<file path="src/rtl/tx_frame_scheduler.sv">
// Round-robin scheduler sharing one Ethernet framer among NREQ frame sources.
// Optional per-source frame/drop counters are built when TX_SCHED_STATS_EN is defined.
//
// Ports:
//   iclk, irst_n        clock, synchronous active-low reset
//   ireq[NREQ]          per-source frame-ready request (level)
//   ilen[NREQ*11]       per-source data-field length, source k at [11k+10:11k]
//   idata[NREQ*8]       per-source current byte, source k at [8k+7:8k]
//   ist[3]              framer state (0 IGP .. 7 FCS)
//   oenable, olen       framer launch controls
//   odata_byte          granted source byte steered to the framer
//   ogrant, ord         one-hot grant, per-source byte-advance strobe
//   odone, odrop        one-cycle completion / rejection pulses
//   obusy               scheduler owns the framer
//   isel, ofrm_cnt,     (TX_SCHED_STATS_EN only) counter read select
//   odrop_cnt           and selected source's frame/drop counts
module tx_frame_scheduler #(
  parameter int NREQ           = 4,
  parameter int IGP_CYCLES     = 12,
  parameter int MAX_LEN        = 1500,
  parameter int LAUNCH_TIMEOUT = 64
) (
  input  logic                iclk,
  input  logic                irst_n,
  input  logic [NREQ-1:0]     ireq,
  input  logic [NREQ*11-1:0]  ilen,
  input  logic [NREQ*8-1:0]   idata,
  input  logic [2:0]          ist,
`ifdef TX_SCHED_STATS_EN
  input  logic [2:0]          isel,
  output logic [15:0]         ofrm_cnt,
  output logic [15:0]         odrop_cnt,
`endif
  output logic                oenable,
  output logic [10:0]         olen,
  output logic [7:0]          odata_byte,
  output logic [NREQ-1:0]     ogrant,
  output logic [NREQ-1:0]     ord,
  output logic [NREQ-1:0]     odone,
  output logic [NREQ-1:0]     odrop,
  output logic                obusy
);

  localparam logic [2:0] S_SYNC   = 3'd0;
  localparam logic [2:0] S_IDLE   = 3'd1;
  localparam logic [2:0] S_CHECK  = 3'd2;
  localparam logic [2:0] S_LAUNCH = 3'd3;
  localparam logic [2:0] S_BUSY   = 3'd4;

  localparam logic [2:0] F_IGP = 3'd0;
  localparam logic [2:0] F_FCS = 3'd7;

  logic [2:0]  state;
  logic [2:0]  ptr;
  logic [2:0]  gidx;
  logic [2:0]  ist_q;
  logic [15:0] wcnt;

  // Sources padded to 8 entries so a 3-bit index is always in range.
  logic [7:0]  req_pad;
  logic [10:0] len_arr [8];
  logic [7:0]  dat_arr [8];

  always_comb begin
    req_pad = '0;
    req_pad[NREQ-1:0] = ireq;
    for (int k = 0; k < 8; k++) begin
      len_arr[k] = '0;
      dat_arr[k] = '0;
    end
    for (int k = 0; k < NREQ; k++) begin
      len_arr[k] = ilen[11*k +: 11];
      dat_arr[k] = idata[8*k +: 8];
    end
  end

  // Scan from the highest offset down so the lowest
  // offset from the pointer wins.
  logic       pick_vld;
  logic [2:0] pick_idx;
  logic [3:0] scan;

  always_comb begin
    pick_vld = 1'b0;
    pick_idx = ptr;
    scan     = '0;
    for (int i = NREQ - 1; i >= 0; i--) begin
      scan = {1'b0, ptr} + 4'(i);
      if (scan >= 4'(NREQ))
        scan = scan - 4'(NREQ);
      if (req_pad[scan[2:0]]) begin
        pick_vld = 1'b1;
        pick_idx = scan[2:0];
      end
    end
  end

  logic [2:0] nxt_ptr;
  logic       len_bad;
  logic       feed;

  assign nxt_ptr = (gidx == 3'(NREQ - 1)) ? 3'd0 : gidx + 3'd1;
  assign len_bad = (olen == 11'd0) || (olen > 11'(MAX_LEN));
  assign feed    = (ist != F_IGP) && (ist != F_FCS);

  always_ff @(posedge iclk) begin
    if (!irst_n) begin
      state   <= S_SYNC;
      ptr     <= '0;
      gidx    <= '0;
      ist_q   <= F_IGP;
      wcnt    <= '0;
      oenable <= 1'b0;
      olen    <= '0;
      ogrant  <= '0;
      odone   <= '0;
      odrop   <= '0;
    end else begin
      ist_q <= ist;
      odone <= '0;
      odrop <= '0;
      case (state)
        S_SYNC: begin
          if (ist == F_IGP) begin
            if (wcnt == 16'(IGP_CYCLES - 1)) begin
              wcnt  <= '0;
              state <= S_IDLE;
            end else begin
              wcnt <= wcnt + 16'd1;
            end
          end else begin
            wcnt <= '0;
          end
        end
        S_IDLE: begin
          if (pick_vld) begin
            gidx   <= pick_idx;
            ogrant <= {{(NREQ-1){1'b0}}, 1'b1} << pick_idx;
            olen   <= len_arr[pick_idx];
            state  <= S_CHECK;
          end
        end
        S_CHECK: begin
          if (len_bad) begin
            odrop  <= ogrant;
            ogrant <= '0;
            ptr    <= nxt_ptr;
            state  <= S_IDLE;
          end else begin
            oenable <= 1'b1;
            wcnt    <= '0;
            state   <= S_LAUNCH;
          end
        end
        S_LAUNCH: begin
          if (ist != F_IGP) begin
            oenable <= 1'b0;
            state   <= S_BUSY;
          end else if (wcnt == 16'(LAUNCH_TIMEOUT - 1)) begin
            // Pointer stays put so the same source retries.
            oenable <= 1'b0;
            odrop   <= ogrant;
            ogrant  <= '0;
            wcnt    <= '0;
            state   <= S_SYNC;
          end else begin
            wcnt <= wcnt + 16'd1;
          end
        end
        S_BUSY: begin
          if (ist == F_IGP && ist_q == F_FCS) begin
            odone  <= ogrant;
            ogrant <= '0;
            ptr    <= nxt_ptr;
            wcnt   <= '0;
            state  <= S_SYNC;
          end
        end
        default: begin
          state <= S_SYNC;
        end
      endcase
    end
  end

  // The framer leaves IGP while still in LAUNCH, so the
  // first preamble cycle already advances the source.
  assign ord = ((state == S_LAUNCH || state == S_BUSY) && feed)
             ? ogrant : '0;

  assign odata_byte = (|ogrant) ? dat_arr[gidx] : 8'h00;

  assign obusy = (state == S_CHECK) || (state == S_LAUNCH) ||
                 (state == S_BUSY);

`ifdef TX_SCHED_STATS_EN
  logic [15:0] frm_cnt [8];
  logic [15:0] drp_cnt [8];

  always_ff @(posedge iclk) begin
    if (!irst_n) begin
      for (int k = 0; k < 8; k++) begin
        frm_cnt[k] <= '0;
        drp_cnt[k] <= '0;
      end
    end else begin
      for (int k = 0; k < NREQ; k++) begin
        if (odone[k] && frm_cnt[k] != 16'hFFFF)
          frm_cnt[k] <= frm_cnt[k] + 16'd1;
        if (odrop[k] && drp_cnt[k] != 16'hFFFF)
          drp_cnt[k] <= drp_cnt[k] + 16'd1;
      end
    end
  end

  assign ofrm_cnt  = frm_cnt[isel];
  assign odrop_cnt = drp_cnt[isel];
`endif

endmodule

</file>
<file path="config.mk">
export PLATFORM = sky130hd
export DESIGN_NAME = tx_frame_scheduler
export DESIGN_NICKNAME = d
export VERILOG_FILES = /design/src/rtl/tx_frame_scheduler.sv
export SDC_FILE = /design/constraint.sdc
export NUM_CORES = 1
export LEC_CHECK = 0
export CAP_MARGIN = 0
export CORE_ASPECT_RATIO = 0.6
export CORE_UTILIZATION = 53
export CTS_CLUSTER_SIZE = 40
export DETAILED_ROUTE_END_ITERATION = 10
export DONT_BUFFER_PORTS = 1
export HOLD_SLACK_MARGIN = 0.1
export PLACE_DENSITY = 0.82
export SYNTH_ARGS = -nofsm -noshare
export SYNTH_HDL_FRONTEND = slang
export SYNTH_SLANG_ARGS = --single-unit
</file>
<file path="constraint.sdc">
create_clock -name iclk -period 2.85 [get_ports iclk]
set_input_delay 0.57 -clock iclk [delete_from_list [all_inputs] [get_ports iclk]]
set_output_delay 0.57 -clock iclk [all_outputs]
set_load 0.005 [all_outputs]
</file>
==> results of run 1 <==
## stage by stage
| step | hold slack, ns | power (W) | setup slack, ns |
|---|---|---|---|
| detailed placement | 0.454 | 0.00115 | 0.317 |
| finish | 0.381 | 0.00164 | 0.294 |
| CTS | 0.377 | 0.00164 | 0.294 |
| floorplan | 0.430 | 0.00109 | 0.0315 |
| global route | 0.378 | 0.00171 | 0.154 |
| global placement | 0.445 | 0.00115 | 0.338 |
## area by class of cell
type                    count  area share
well taps                  80      0.0286
clock buffers               6      0.0207
flip-flops and latches     52       0.297
repair buffers             16      0.0379
clock inverters             2      0.0100
multi-input cells         261       0.595
inverters                  10      0.0107
## synth_stat cells, drive strengths merged, types with 3 or more instances
cell | instances | area share
nand3 | 15 | 0.023
nand2 | 16 | 0.018
or3 | 4 | 0.0076
nor4 | 4 | 0.0076
a21o | 3 | 0.0068
nand2b | 5 | 0.012
or4 | 4 | 0.0091
o31ai | 6 | 0.018
nor3 | 4 | 0.0061
nor2b | 10 | 0.019
and3 | 4 | 0.0076
nor2 | 26 | 0.030
a21boi | 3 | 0.0068
mux4 | 21 | 0.15
inv | 9 | 0.010
o211ai | 4 | 0.0091
mux2i | 7 | 0.021
a22o | 12 | 0.032
dfxtp | 52 | 0.32
and2 | 21 | 0.040
a2bb2oi | 3 | 0.0099
clkbuf | 10 | 0.011
o21ai | 9 | 0.015
and4 | 4 | 0.011
nand4 | 7 | 0.013
a21oi | 23 | 0.035
xnor2 | 8 | 0.021
buf | 11 | 0.028
ha | 4 | 0.015
## sequential cells by signal (all words and copies together) (netlist names)
signal and cells:
oenable 1, odone 4, state 3, ptr 3, ist_q 3, olen 11, wcnt 16, ogrant 4
odrop 4, gidx 3
## critical path, delay by kind of cell, from the launching register on
| family | cells | cell delay, ns |
|---|---|---|
| flops | 1 | 0.38 |
| mux | 2 | 0.67 |
| buf+inv | 3 | 0.41 |
| compound gates | 3 | 0.66 |
| fa+ha+maj | 1 | 0.34 |
## final timing paths
path,startpoint,to,slack [ns],cells after the start
worst max-delay path,ptr[1],olen[6],0.29,9
worst min register to register,gidx[2],gidx[2],0.48,1
worst min-delay path,ist[1],ist_q[1],0.38,1
worst max register to register,ptr[1],olen[6],0.29,9
## cell families (layout without fill, tap and decap cells)
family                     after synthesis  after routing
and+or+nand+nor                        129            129
xor gates and xnor gates                 8              8
adders and majority gates                4              4
DFF                                     52             52
buffers and inverters                   31             34
AOI/OAI and AO/OA                       90             90
muxes                                   30             30
## power by group
group / switching, W / internal, W / leakage (nW)
clock: 0.000236 / 0.000261 / 0.0552
combinational: 0.000180 / 0.000183 / 0.727
sequential: 0.0000295 / 0.000746 / 0.420
## routing by layer
metal / global-route usage / vias to the layer above / wire length (µm)
met2: 0.404 / 207 / 3640
met1: 0.354 / 1288 / 3520
li1: - / 1334 / -
met3: 0.0719 / 11 / 971
met5: 0 / - / 0
met4: 0.0393 / 0 / 84
==> results_dict.tcl, run 1 <==
set metrics [dict create \
    antenna_found_initial 0 \
    p_leak_nw 1.20 \
    vias 2840 \
    synth_compound_area_frac 0.204 \
    syn_avg_cell_area_um2 9.56 \
    critPathKind "flip-flop to flip-flop" \
    area.sequential_um2 1040 \
    cap_violations 0 \
    worstMarginPinSlew_ns 0.510 \
    drive_gt1_frac 0.138 \
    synth-async-reset-ratio 0 \
    placementRows 21 \
    synthCells 344 \
    syn_area_um2 3290 \
    setup_viol 0 \
    core_um2 5780 \
    routed_wirelength_um 8220 \
    layout_common_cells "dfxtp_1, nor2_1, a21oi_1" \
    die_h_um 63.0 \
    placed_area_um2 3390 \
    critical_path_required_ns 3.05 \
    grt_use_total 0.255 \
    clk_pin_slew_ns 0.09 \
    grt_max_degree 17 \
    fillerInstances 476 \
    dr.pass1.iters 5 \
    cts_sinks 52 \
    yosysUniqueCellTypes 62 \
    clock_skew_ns 0.00981 \
    vias_per_cell 6.65 \
    cts_buffers 5 \
    fmax_ghz 0.391 \
    power_density_nw_per_um2 467 \
    grt_pass1_vias 2551 \
    fin_crit_sh 0.897 \
    post_drt_wl_per_cell_um 19.2 \
    drcViolationCount 0 \
    die_width_um 104 \
    final_core_util 0.606 \
    rsz0062_at_grt "no" \
    startpoint_type "flip-flop" \
    initial_core_util 0.569 \
    crit_top_cell "inv_1" \
    cts_tree "done" \
    fin_crit_ns 2.56 \
    gp_congestion 0.911 \
    critPathSlowestCell "mux4_2" \
    status "complete, no violations" \
    synth-xor-area-share 0.0213 \
    slew-limit-headroom 0.659 \
    final_hold_viol_count 0 \
    cts_root_buf "clkbuf_8" \
    crit_arrival_ns 2.76 \
    instances_no_fill 427 \
    cts.path.max_buffers 2 \
    synthMuxAreaShare 0.178 \
    dp_cells 419 \
    synth_top_family_by_area "simple AND/OR/NAND/NOR gates" \
    synthAdderAreaFrac 0.0152 \
    placement.io_buffers 0 \
    syn_nets 433 \
    critPathMaxStageDelay_ns 0.52 \
    final_common_cell "dfxtp_1" \
    final_nets 435 \
    grt_pass1_wl_um 13200 \
    post_cts_resized 0 \
    ant_nets 0 \
    critPathCaptureType "flip-flop" \
    multiInputGateArea_um2 2080 \
    drv_slew 0 \
    die-area_um2 6540 \
    ir_worst_vdd_mv 0.223 \
    synth_edf_count 0 \
    tns_ns 0 \
    overflow 0 \
    seq_area_frac_synth 0.316 \
    drt_first_iter_violations 258 \
    ys_ff_latch 52 \
    synth-simple-area-share 0.215 \
    path_cells "inv_1 -> ha_1 -> inv_1 -> mux2i_1 -> o32ai_1 -> a21o_1 -> buf_4 -> mux4_2 -> a22o_1" \
    post_cts_buffers 0 \
    area_growth_pct 6.43 \
    ios 122 \
    htree_levels 2 \
    fin_area_um2 3500 \
    antennaDiodeCount 0 \
    dp_hpwl_um 6460 \
    crit_fanout 12 \
    ys_dominant_reg_cell "dfxtp_1" \
    clk_latency_ns 0.31 \
    ys.warnings.count 0 \
    hold_path_class "input pin to flip-flop" \
    hold_buffers 0 \
]
No activity file was read; power rests on OpenSTA's default activity.
==> run 2: changes to the inputs <==
--- a/config.mk
+++ b/config.mk
@@ -5,9 +5,11 @@
 export SDC_FILE = /design/constraint.sdc
 export NUM_CORES = 1
 export LEC_CHECK = 0
+export ABC_AREA = 1
 export CAP_MARGIN = 0
 export CORE_ASPECT_RATIO = 0.6
 export CORE_UTILIZATION = 53
+export CTS_CLUSTER_DIAMETER = 40
 export CTS_CLUSTER_SIZE = 40
 export DETAILED_ROUTE_END_ITERATION = 10
 export DONT_BUFFER_PORTS = 1
==> run 2 against run 1 <==
Critical endpoint is now olen[0]. First-iteration DRC count is 110% higher. Final area is 5.1% higher. Utilization is 2.2 points lower. Sequential cell count stayed put. Non-clock buffer count is 10 lower.
==> results_dict.tcl, run 2 <==
set metrics [dict create \
    status "complete, no violations" \
    largest_reg_flops 16 \
    grt_pass1_vias 3351 \
    fmax_ghz 0.390 \
    r2r-end "olen[0]" \
    post_drt_wl_per_cell_um 14.6 \
    htree_levels 2 \
    gp_congestion 0.920 \
    p_leak_nw 1.48 \
    final_core_util 0.584 \
    clk_pin_slew_ns 0.09 \
    clock_skew_ns 0.00447 \
    ir_worst_vdd_mv 0.188 \
    crit-reg2reg-launch "ptr[1]" \
    crit_arrival_ns 2.77 \
    final_nets 668 \
    syn_nets 677 \
    syn_area_um2 3560 \
    hold_buffers 0 \
    drt_first_iter_violations 540 \
    ys_top_cells_by_area "dfxtp_1, nand2_1, nor2_1, nand3_1, o21ai_0" \
    grt_use_total 0.284 \
    post_cts_buffers 0 \
    synth_edf_count 0 \
    synth_largest_area_cell "dfxtp_1" \
    drv_slew 0 \
    setup_viol 0 \
    vias 3831 \
    vias_per_cell 5.77 \
    cts_tree "done" \
    die_h_um 65.5 \
    antenna_found_initial 0 \
    post_cts_resized 0 \
    synthTopCellsByCount "nand2_1, nor2_1, dfxtp_1" \
    fin_crit_ns 2.56 \
    p_clk_frac 0.343 \
    routed_wirelength_um 9670 \
    synth_top_area_share 0.292 \
    power_frac_comb 0.089 \
    drive_gt1_frac 0.0586 \
    hold_end "ist_q[2]" \
    hold_path_class "input pin to flip-flop" \
    top_regs "wcnt: 16 flops, olen: 11 flops" \
    cap_violations 0 \
    synth-async-reset-ratio 0 \
    switching_share 0.253 \
    rsz0062_at_grt "no" \
    placement.io_buffers 0 \
    seq_power_share 0.568 \
    placementRows 22 \
    cts_sinks 52 \
    drcViolationCount 0 \
    fin_crit_sh 0.899 \
    crit_fanout 18 \
    critical_path_required_ns 3.06 \
    area_growth_pct 3.23 \
    synthCells 588 \
    initial_core_util 0.566 \
    critPathCaptureType "flip-flop" \
    overflow 0 \
    core_um2 6300 \
    hp-start "ist[2]" \
    die-area_um2 7070 \
    cp-startpoint "ptr[1]" \
    cts_buffers 5 \
    ys_ff_latch 52 \
    dr.pass1.iters 5 \
    ys_dominant_reg_cell "dfxtp_1" \
    slew-limit-headroom 0.525 \
    internal-power_w 0.000960 \
    yosysMostFrequentCell "nand2_1" \
    clk_latency_ns 0.31 \
    min_path_cells 2 \
    grt_pass1_wl_um 15500 \
    grt_max_degree 32 \
    die_width_um 108 \
    worstRegToRegCells 15 \
    layout_common_cells "nand2_1, nor2_1, dfxtp_1" \
    reg2reg_setup_slack_ns 0.29 \
    power_density_nw_per_um2 349 \
    seq_area_frac_synth 0.292 \
    yosysUniqueCellTypes 37 \
    ys.warnings.count 0 \
    startpoint_type "flip-flop" \
    cts_root_buf "clkbuf_8" \
    final_hold_viol_count 0 \
    tns_ns 0 \
    critPathKind "flip-flop to flip-flop" \
    dp_hpwl_um 7580 \
    ant_nets 0 \
    regMostFlops "wcnt" \
    worstMarginPinSlew_ns 0.711 \
    antennaDiodeCount 0 \
    syn_avg_cell_area_um2 6.06 \
    cts.path.max_buffers 2 \
    p_switching_w 0.000326 \
    ios 122 \
    final_common_cell "nand2_1" \
]
[run 2: metal layers]
| layer | global-route usage | part of all wire | vias to the layer above |
|---|---|---|---|
| met5 | 0 | 0 | - |
| met4 | 0.0993 | 0.018 | 0 |
| met3 | 0.0625 | 0.11 | 17 |
| met2 | 0.430 | 0.42 | 215 |
| met1 | 0.396 | 0.45 | 1681 |
| li1 | - | - | 1918 |
[run 2: cell type report]
cell class / instances / area (µm²)
fill: 616 / 2620
tap: 84 / 105
multi-input combinational: 470 / 2230
clock buffer: 6 / 82.6
clock inverter: 2 / 10.0
inverter: 44 / 170
sequential: 52 / 1040
timing repair buffer: 6 / 45.0
[run 2: worst max-delay path, cell delays in order (launching register included)]
cell and delay (ns):
dfxtp_1 0.39, clkinv_1 0.25, ha_1 0.43, nand3b_1 0.18
nand3_1 0.11, nand2_1 0.06, nand2_1 0.06, nand2_1 0.04
nand2_1 0.09, nand2_4 0.13, nand2_2 0.28, inv_1 0.16
nand2_1 0.11, nand2_1 0.05, nor2_1 0.08, nor2_1 0.04
[run 2: kinds of logic (layout without fill, tap and decap cells)]
kind of cell / count (synthesis) / in the layout / synth area share
adders and majority gates: 4 / 4 / 0.0140
AOI/OAI and AO/OA: 86 / 86 / 0.126
and+or+nand+nor: 372 / 372 / 0.465
DFF: 52 / 52 / 0.292
xor gates and xnor gates: 8 / 8 / 0.0197
buffers and inverters: 66 / 58 / 0.0835
[run 2: worst max-delay path by stage]
stage | slack (ns) | endpoint
global placement | 0.42 | olen[9]
detailed placement | 0.32 | olen[0]
global route | 0.04 | olen[3]
CTS | 0.31 | olen[0]
finish | 0.29 | olen[0]
floorplan | 0.76 | olen[10]
[run 2: metrics by stage]
step	std cells	total power, W	cell area [µm²]	hold WS [ns]	worst slack (ns)
floorplan	588	0.000855	3560	0.465	0.763
global placement	656	0.000857	3590	0.490	0.422
detailed placement	656	0.000860	3590	0.498	0.324
CTS	664	0.00129	3680	0.346	0.309
global route	664	0.00134	3680	0.360	0.0378
finish	664	0.00129	3680	0.351	0.289
[run 2: power groups by stage]
stage / Clock, W / Combinational, W / Sequential, W
4_1_cts: 0.000442 / 0.000114 / 0.000730
6_report: 0.000441 / 0.000115 / 0.000730
2_1_floorplan: 0 / 0.000109 / 0.000746
3_5_place_dp: 0 / 0.000114 / 0.000747
5_1_grt: 0.000476 / 0.000133 / 0.000730
3_3_place_gp: 0 / 0.000110 / 0.000747
==> run 3: changes to the inputs <==
--- a/config.mk
+++ b/config.mk
@@ -8,13 +8,13 @@
 export ABC_AREA = 1
 export CAP_MARGIN = 0
 export CORE_ASPECT_RATIO = 0.6
-export CORE_UTILIZATION = 53
+export CORE_UTILIZATION = 50
 export CTS_CLUSTER_DIAMETER = 40
 export CTS_CLUSTER_SIZE = 40
 export DETAILED_ROUTE_END_ITERATION = 10
 export DONT_BUFFER_PORTS = 1
 export HOLD_SLACK_MARGIN = 0.1
-export PLACE_DENSITY = 0.82
+export PLACE_DENSITY = 0.79
 export SYNTH_ARGS = -nofsm -noshare
 export SYNTH_HDL_FRONTEND = slang
 export SYNTH_SLANG_ARGS = --single-unit
==> run 3 against run 2 <==
The run now ends with design-rule violations left. Clock skew up 0.00052 ns. Worst hold slack gained 0.024 ns. Sequential share of layout area decreased by 1.1 points. Setup slack worse by 0.019 ns. Clock power increased by 76%. Final area is 4.1% higher. Critical path depth shrank 2. Cell count up 0.90%. Global-route usage fell by 2.0 points. Sequential cell count unchanged. Register-to-register slack worse by 0.02 ns. Critical path type unchanged. Largest cell class unchanged.
==> results_dict.tcl, run 3 (synthesis gave the netlist of run 2 again) <==
set metrics [dict create \
    worstMarginPinSlew_ns 0.711 \
    post_cts_buffers 0 \
    grt_pass1_wl_um 15800 \
    top_regs "wcnt: 16 flops, olen: 11 flops" \
    clk_pin_slew_ns 0.07 \
    placementRows 23 \
    drt_first_iter_violations 525 \
    cts_buffers 5 \
    cts_tree "done" \
    crit_fanout 25 \
    die-area_um2 7480 \
    finalPower_w 0.00162 \
    core_um2 6790 \
    power_density_nw_per_um2 423 \
    setup_viol 0 \
    slew-limit-headroom 0.526 \
    post_drt_wl_per_cell_um 14.4 \
    clk_latency_ns 0.29 \
    dr.pass1.iters 8 \
    fin_crit_ns 2.58 \
    antenna_found_initial 0 \
    hold_buffers 0 \
    die_width_um 111 \
    grt_max_degree 26 \
    htree_levels 2 \
    critPathCaptureType "flip-flop" \
    wl_met3_um 1060 \
    final_common_cell "nand2_1" \
    critPathKind "flip-flop to flip-flop" \
    route.top_layer_used "met4" \
    drv_slew 0 \
    initial_core_util 0.525 \
    instances_no_fill 670 \
    cts_root_buf "clkbuf_16" \
    layout_common_cells "nand2_1, nor2_1, dfxtp_1" \
    area_growth_pct 7.51 \
    startpoint_type "flip-flop" \
    dp_hpwl_um 7350 \
    fmax_ghz 0.388 \
    placement.io_buffers 0 \
    grt_use_total 0.264 \
    die_h_um 67.4 \
    dp_cells 662 \
    antennaDiodeCount 0 \
    cts_sinks 52 \
    cap_violations 0 \
    fin_crit_sh 0.905 \
    status "complete, but fails checks" \
    final_hold_viol_count 0 \
    ant_nets 0 \
    overflow 0 \
    drive_gt1_frac 0.0652 \
    critical_path_required_ns 3.03 \
    finalWorstSetupSlack_ns 0.270 \
    gp_congestion 0.982 \
    cts.path.max_buffers 2 \
    post_cts_resized 0 \
    ios 122 \
    routed_wirelength_um 9680 \
    place_ws_ns 0.304 \
    largest_reg_flops 16 \
    met2WireLength_um 3930 \
    violations "design-rule violations" \
    final_nets 671 \
    crit_arrival_ns 2.76 \
    clock_skew_ns 0.00499 \
    wirelength_met1_um 4570 \
    grt_pass1_vias 3362 \
    hold_path_class "input pin to flip-flop" \
    vias 3846 \
    regMostFlops "wcnt" \
    ir_worst_vdd_mv 0.205 \
    drcViolationCount 14 \
    tns_ns 0 \
    vias_per_cell 5.74 \
    p_leak_nw 1.55 \
    rsz0062_at_grt "no" \
]
run 3: worst max-delay path: stages (launching register included):
cell      delay [ns]
dfxtp_1         0.38
clkinv_1        0.23
ha_1            0.41
nand3b_1        0.18
nand3_1         0.12
inv_1           0.07
nand2_2         0.08
nand3_2         0.26
nand2_8         0.28
inv_4           0.11
nand4_1         0.09
nand2_1         0.05
nor2_1          0.14
nor2_1          0.05
run 3: metal layers:
| metal | track usage | up-vias |
|---|---|---|
| li1 | - | 1938 |
| met1 | 0.375 | 1677 |
| met2 | 0.415 | 212 |
| met3 | 0.0476 | 19 |
| met4 | 0.0634 | 0 |
| met5 | 0 | - |
run 3: worst paths after layout:
path                               start        to  slack, ns  cells past startpoint
worst max-delay path              ptr[1]   olen[4]       0.27                     13
worst min-delay path              ist[2]  ist_q[2]       0.37                      2
worst max register to register    ptr[1]   olen[4]       0.27                     13
worst min register to register  wcnt[15]  wcnt[15]       0.50                      2
run 3: power by group:
group / leakage (nW) / total, W / switching, W / internal (W)
Combinational: 1.04 / 0.000118 / 0.0000810 / 0.0000375
Clock: 0.0944 / 0.000775 / 0.000268 / 0.000506
Sequential: 0.420 / 0.000730 / 0.00000118 / 0.000729
run 3: stage by stage:
| step | instance area, µm² | util | hold slack, ns |
|---|---|---|---|
| after global placement | 3630 | 0.535 | 0.489 |
| after floorplan | 3560 | - | 0.465 |
| after CTS | 3830 | 0.564 | 0.374 |
| final | 3830 | 0.564 | 0.375 |
| after detailed placement | 3630 | 0.535 | 0.489 |
| after global routing | 3830 | 0.564 | 0.385 |
run 3: final cells by class:
class	instances	area, µm²
clock buffer	5	125
inverter	44	170
timing repair buffer	9	80.1
clock inverter	3	68.8
fill	679	2960
multi-input combinational	470	2240
tap	87	109
sequential	52	1040
